`src/rtl/mips_fetch_sequencer.sv`:
```
// Multicycle fetch/execute sequencer feeding the MIPS decoder.
// Owns the state register, instruction register and program counter, and
// defers taken branch/jump targets past their delay-slot instruction.
module mips_fetch_sequencer #(
  parameter logic [31:0] RESET_VECTOR = 32'hBFC00000
) (
  input  logic        clk,
  input  logic        reset,
  input  logic        waitrequest,
  input  logic [31:0] readdata,
  input  logic        halt,
  input  logic        extra,
  input  logic        branch_taken,
  input  logic [31:0] branch_target,
  output logic [1:0]  state,
  output logic [31:0] instruction,
  output logic [31:0] pc,
  output logic        active
);

  typedef enum logic [1:0] {
    StFetch = 2'b00,
    StExec1 = 2'b01,
    StExec2 = 2'b10,
    StHalt  = 2'b11
  } state_e;

  state_e      state_q, state_d;
  logic [31:0] pc_q, pc_d;
  logic [31:0] instr_q, instr_d;
  logic [31:0] delay_target_q, delay_target_d;
  logic        delay_pending_q, delay_pending_d;
  logic        active_q, active_d;
  logic        leave_to_fetch;
  logic        capture;

  // Next-state, PC-update and branch-capture logic.
  always_comb begin
    state_d         = state_q;
    pc_d            = pc_q;
    instr_d         = instr_q;
    delay_target_d  = delay_target_q;
    delay_pending_d = delay_pending_q;
    active_d        = active_q;
    leave_to_fetch  = 1'b0;
    capture         = 1'b0;

    unique case (state_q)
      StFetch: begin
        if (halt) begin
          state_d  = StHalt;
          active_d = 1'b0;
        end else if (!waitrequest) begin
          instr_d = readdata;
          state_d = StExec1;
        end
      end
      StExec1: begin
        if (!waitrequest) begin
          // A branch seen while one is already pending sits in a delay slot
          // and is dropped.
          capture = branch_taken && !delay_pending_q;
          if (extra) begin
            state_d = StExec2;
          end else begin
            state_d        = StFetch;
            leave_to_fetch = 1'b1;
          end
        end
      end
      StExec2: begin
        state_d        = StFetch;
        leave_to_fetch = 1'b1;
      end
      StHalt: begin
      end
    endcase

    if (leave_to_fetch) begin
      if (delay_pending_q) begin
        pc_d            = delay_target_q;
        delay_pending_d = 1'b0;
      end else begin
        pc_d = pc_q + 32'd4;
      end
    end

    // Capture only fires with no pending target, so it never collides with
    // the commit above.
    if (capture) begin
      delay_pending_d = 1'b1;
      delay_target_d  = branch_target;
    end
  end

  // State and datapath registers with synchronous reset.
  always_ff @(posedge clk) begin
    if (reset) begin
      state_q         <= StFetch;
      pc_q            <= RESET_VECTOR;
      instr_q         <= 32'h0;
      delay_target_q  <= 32'h0;
      delay_pending_q <= 1'b0;
      active_q        <= 1'b1;
    end else begin
      state_q         <= state_d;
      pc_q            <= pc_d;
      instr_q         <= instr_d;
      delay_target_q  <= delay_target_d;
      delay_pending_q <= delay_pending_d;
      active_q        <= active_d;
    end
  end

  assign state       = state_q;
  assign instruction = instr_q;
  assign pc          = pc_q;
  assign active      = active_q;

endmodule

```
`config.mk`:
```
export PLATFORM = sky130hd
export DESIGN_NAME = mips_fetch_sequencer
export DESIGN_NICKNAME = d
export VERILOG_FILES = /design/src/rtl/mips_fetch_sequencer.sv
export SDC_FILE = /design/constraint.sdc
export NUM_CORES = 1
export LEC_CHECK = 0
export BUFFER_PORTS_ARGS = -buffer_cell sky130_fd_sc_hd__buf_2
export CORE_ASPECT_RATIO = 0.5
export CORE_MARGIN = 1
export CORE_UTILIZATION = 51
export DETAILED_ROUTE_END_ITERATION = 7
export GPL_TIMING_DRIVEN = 0
export PLACE_DENSITY = 0.85
export REMOVE_ABC_BUFFERS = 1
export SKIP_CTS_REPAIR_TIMING = 1
export SLEW_MARGIN = 5
export SYNTH_ARGS = -nofsm -noshare
export SYNTH_HDL_FRONTEND = slang
export SYNTH_SLANG_ARGS = --single-unit
```
`constraint.sdc`:
```
create_clock -name clk -period 2.5 [get_ports clk]
set_input_delay 0.125 -clock clk [delete_from_list [all_inputs] [get_ports clk]]
set_output_delay 0.125 -clock clk [all_outputs]
set_load 0.005 [all_outputs]
```
# After elaboration in Yosys (flattened, before gate mapping)

Cells that the tools add are included.

Output and inout port bits: 67
Flip-flop bits (word level): 100
Latch bits: 0
Memory bits (read-only): 0
Memories kept: 0
RAM bits: 0
Input port bits: 70
Logic and storage cells: 34

Muxes and demuxes: 13
Shift-type cells: 0
Bitwise logic cells: 2
Div/mod/pow operators: 0
Add/sub/neg operators: 1
Equal/unequal tests: 4
$lt $le $gt $ge: 0
Reduce and logical (&&, ||, !) cells: 8
$mul: 0

Operators by type and width:

| cell                                           | count |
|---|---|
| adder 32 x 3 -> 32 bit (second input constant) | 1 |
| 2-to-1 mux 32 bit                              | 1 |
| 2-to-1 mux 2 bit                               | 4 |
| 2-to-1 mux 1 bit                               | 6 |
| case mux 2 bit (3 select lines)                | 1 |
| AND reduction 3 bit                            | 2 |
| != test 3 bit (second input constant)          | 1 |
| nonzero test 3 bit                             | 1 |
| == test 2 x 1 -> 1 bit (second input constant) | 1 |
| == test 2 bit (second input constant)          | 1 |
| zero test 2 bit                                | 1 |
| != test 2 bit (second input constant)          | 1 |
| NOT 1 bit                                      | 2 |
| case mux 1 bit (2 select lines)                | 1 |
| AND reduction 2 bit                            | 1 |
| nonzero test 2 bit                             | 1 |
| logical AND 1 bit                              | 1 |
| zero test 1 bit                                | 1 |

# Depth between registers and ports, before layout

Depth after elaboration: 5
Gate-level depth with buffers: 9
Depth with buffers taken out: 7

# Worst setup path before layout

No wires, ideal clock.

Kind: register to register
Start point: register pc_q[2], in the netlist pc[2]
End point: register pc_q[24], in the netlist pc[24]
Library setup time: 0.128 ns
Stages on the path, launching flop included: 8
Arrival time: 1.957 ns
Slack: 0.415 ns
Period minus slack after synthesis: 2.085 ns
Path buffers: 1
Required time: 2.372 ns
Cells stage by stage: dfxtp_1 -> ha_1 -> nand3_2 -> or4_4 -> buf_6 -> nor4_4 -> mux2i_1 -> a22oi_2

Word-level cells in the longest chain between the ends: 2

RTL lines:

| what                     | line | text |
|---|---|---|
| start: declaration       | 29   | `logic [31:0] pc_q, pc_d;` |
| start signal: assignment | 107  | `pc_q <= pc_d;` |
| adder 32 x 3 -> 32 bit   | 84   | `pc_d = pc_q + 32'd4;` |
| 2-to-1 mux 32 bit        | 80   | `if (delay_pending_q) begin` |

No other way between the ends.
A chain may end at the register's enable or synchronous reset.

# Worst setup path after layout

Start point: register state_q[1], in the netlist state[1]
End point: register pc_q[29], in the netlist pc[29]

Word-level cells in the longest chain between the ends: 2
Elaborated cells between the ends (all ways): 3
Those cells by class: 2 x eq/ne; 1 x mux

RTL lines:

| what                                                           | line | text |
|---|---|---|
| start: declaration                                             | 28   | `state_e state_q, state_d;` |
| start signal: assignment                                       | 99   | `state_q <= StFetch;` |
| start signal: assignment                                       | 106  | `state_q <= state_d;` |
| == test 2 bit / == test 2 x 1 -> 1 bit (equally long branches) | 48   | `unique case (state_q)` |
| case mux 1 bit (2 select lines) (*)                            | 48   |  |

Every way passes the cells marked *; elsewhere a longest branch is shown, timed or not.

==> flow_summary.toml <==
[synth]
syn_area_sq_um = 4400
synth_xor_area_frac = 0
synth_edf_count = 0
synth_top_cell_by_area = "dfxtp_1"
synth_compound_area_frac = 0.200
muxShareOfSynthArea = 0.0321
synth_common_cells = "157 x nand2_1, 100 x dfxtp_1, 80 x a21oi_1, 32 x clkbuf_1, 25 x nor2_1"
yosys-top-cells-area = "dfxtp_1 45%, nand2_1 13%, a21oi_1 9.1%"
synth-seq-area-share = 0.455
synthFlopType = "dfxtp_1"
synth_adder_area_share = 0.0142
synth.distinct_cells = 55
synthArstFlopShare = 0
synth_top_family_by_area = "simple AND/OR/NAND/NOR gates"
yosys.area_share.simple = 0.256
synth_top_area_frac = 0.455
synth.most_common_cell = "nand2_1"
ys_ff_latch = 100
synth_cells = 557
synth_area_per_cell_sq_um = 7.90
ys_warn_count = 0

[critical_path]
reg2reg_from = "state[1]"
worst-path-buf-inv = 1
worstSetupStartpoint = "state[1]"
critical_path.endpoint_type = "register"
cp.arrival_ps = 2570
crit_chain = "inv_1, ha_1, nor3b_2, o21ai_4, nor2_2, a221oi_1, o21ai_0"
cp.depth = 7
r2r_cells = 7
crit_fanout = 20
crit_family = "compound AO/OA/AOI/OAI gates"
cp_data_required_time_ps = 2710
criticalPathCategory = "register to register"
slowest_delay_ps = 530
cp-start-kind = "register"
cpMaxStageDelayCell = "o21ai_4"

[placed_design]
hpwl_mm = 7.54
place_ws_ps = -307
place.gp.congestion = 0.797
post_dp_cell_area_sq_um = 5150
portBuffers = 136

[final_layout]
nets = 745
area_growth_pct = 25.0
drive_gt1_frac = 0.258
final_area_sq_um = 5500

[clock_network]
cts_tree = "done"
insertion_delay_ps = 340
clk_pin_slew_ps = 70
clockBufferDepth = 2
cts_max_level = 3
cts_buffers = 9
root_buffer = "clkbuf_16"
clock_sinks = 100

[die]
dieArea_sq_um = 9030
start_util = 0.539
io_pins = 137
core_sq_um = 8170
die_h_um = 67.7
rows = 23
die_w_um = 133

[detailed_routing]
vias_per_cell = 5.59
route.detailed.drc = 0
drt-total-wl_mm = 11.4
drtPass1Iterations = 5
wl_per_cell_um = 14.5
via_count = 4407
first_iter_violations = 310
antenna_left = 0

[global_route]
grt_pass1_vias = 4106
track_usage = 0.256
antenna_found_initial = 1
gr-total-overflow = 0
grt_use_met1 = 0.292
use_met2 = 0.468
grt_busiest_layer = "met2"
use_met3 = 0.0818
grt_pass1_wl_mm = 18.4
grt_max_degree = 91

[sta]
tightest_slew_ps = 1070
hold_violations = 0
clock_skew_ps = 7.70
finalCriticalPeriod_ps = 2360
setup_ws_ps = 144
period_share = 0.942
relSlewSlack = 0.283
max_freq_ghz = 0.424
rsz0062_at_grt = "no"
hold_slack_ps = 12.6
finalSetupViolCount = 0
slew_violations = 0

[power]
power_frac_clock = 0.309
p_sw_w = 0.00140
seqPwrFrac = 0.441
irDropWorstVdd_v = 0.000447
power.internal_w = 0.00301
combPwrFrac = 0.250
powerDensity_nw_per_um2 = 802
p_leak_nw = 2.23
total_power_w = 0.00441
p_sw_frac = 0.318

[run]
drv_cap = 0

[status]
run_status = "finished, final reports clean"

[hold_path]
min_path_cells = 3
holdCritPathClass = "input pin to register"
hold_start = "readdata[4]"
flip-flops by register name, summed over array words and instances (netlist names):
| name | flops |
|---|---|
| active | 1 |
| delay_pending_q | 1 |
| delay_target_q | 32 |
| instruction | 32 |
| pc | 32 |
| state | 2 |
cells by family (layout without fill, tap and decap cells):
family,Yosys count,after routing
simple gates,245,246
compound gates,146,146
flops,100,100
buf+inv,47,164
mux,14,14
fa+ha+maj,5,5
other cells,0,1
power by group through the flow:
stage | registers (W) | logic (W) | clock network (W)
finish | 0.00194 | 0.00110 | 0.00136
global route | 0.00197 | 0.00122 | 0.00145
CTS | 0.00194 | 0.00106 | 0.00139
detailed placement | 0.00197 | 0.00106 | 0
global placement | 0.00197 | 0.000955 | 0
floorplan | 0.00195 | 0.000596 | 0
worst reg2reg max path: stages (launching register included):
cell	delay, ps
dfxtp_1	410
inv_1	90
ha_1	240
nor3b_2	210
o21ai_4	530
nor2_2	300
a221oi_1	340
o21ai_0	110
layer usage:
| layer | wire [um] | up-vias | share of wire |
|---|---|---|---|
| li1 | - | 2178 | - |
| met1 | 4920 | 2061 | 0.43 |
| met2 | 5490 | 157 | 0.48 |
| met3 | 870 | 11 | 0.076 |
| met4 | 108 | 0 | 0.0095 |
| met5 | 0 | - | 0 |
area by class of cell:
class                           count  area (sq um)
Sequential cell                   100          2000
Fill cell                         701          2670
Antenna cell                        1          2.50
Clock inverter                      6          65.1
Timing Repair Buffer              140           773
Clock buffer                       10           229
Tap cell                          112           140
Inverter                            8          30.0
Multi-Input combinational cell    411          2260
stage by stage:
stage	TNS, ps	util	std cells
after floorplan	-13020	-	518
after global placement	-63510	0.620	766
after detailed placement	-9430	0.630	769
after CTS	-10910	0.666	785
after global routing	0	0.673	787
final	0	0.673	788
path summary, 6_finish.rpt:
check             slack, ps              end
hold reg to reg         450  instruction[26]
hold / removal           10   instruction[4]
setup reg to reg        140           pc[29]
setup / recovery        140           pc[29]
cell usage in the layout (no fill, tap or decap), types with 5 or more instances in the layout:
cell / count
a21oi_1: 80
a22oi_1: 12
and3_1: 8
buf_2: 135
clkbuf_16: 9
dfxtp_1: 99
ha_1: 5
inv_1: 8
mux2i_1: 13
nand2_1: 157
nand3_1: 10
nor2_1: 24
nor2b_1: 5
nor3_1: 6
nor4_1: 5
o21ai_0: 12
o22ai_1: 9
Power figures use the tool's default switching activity.
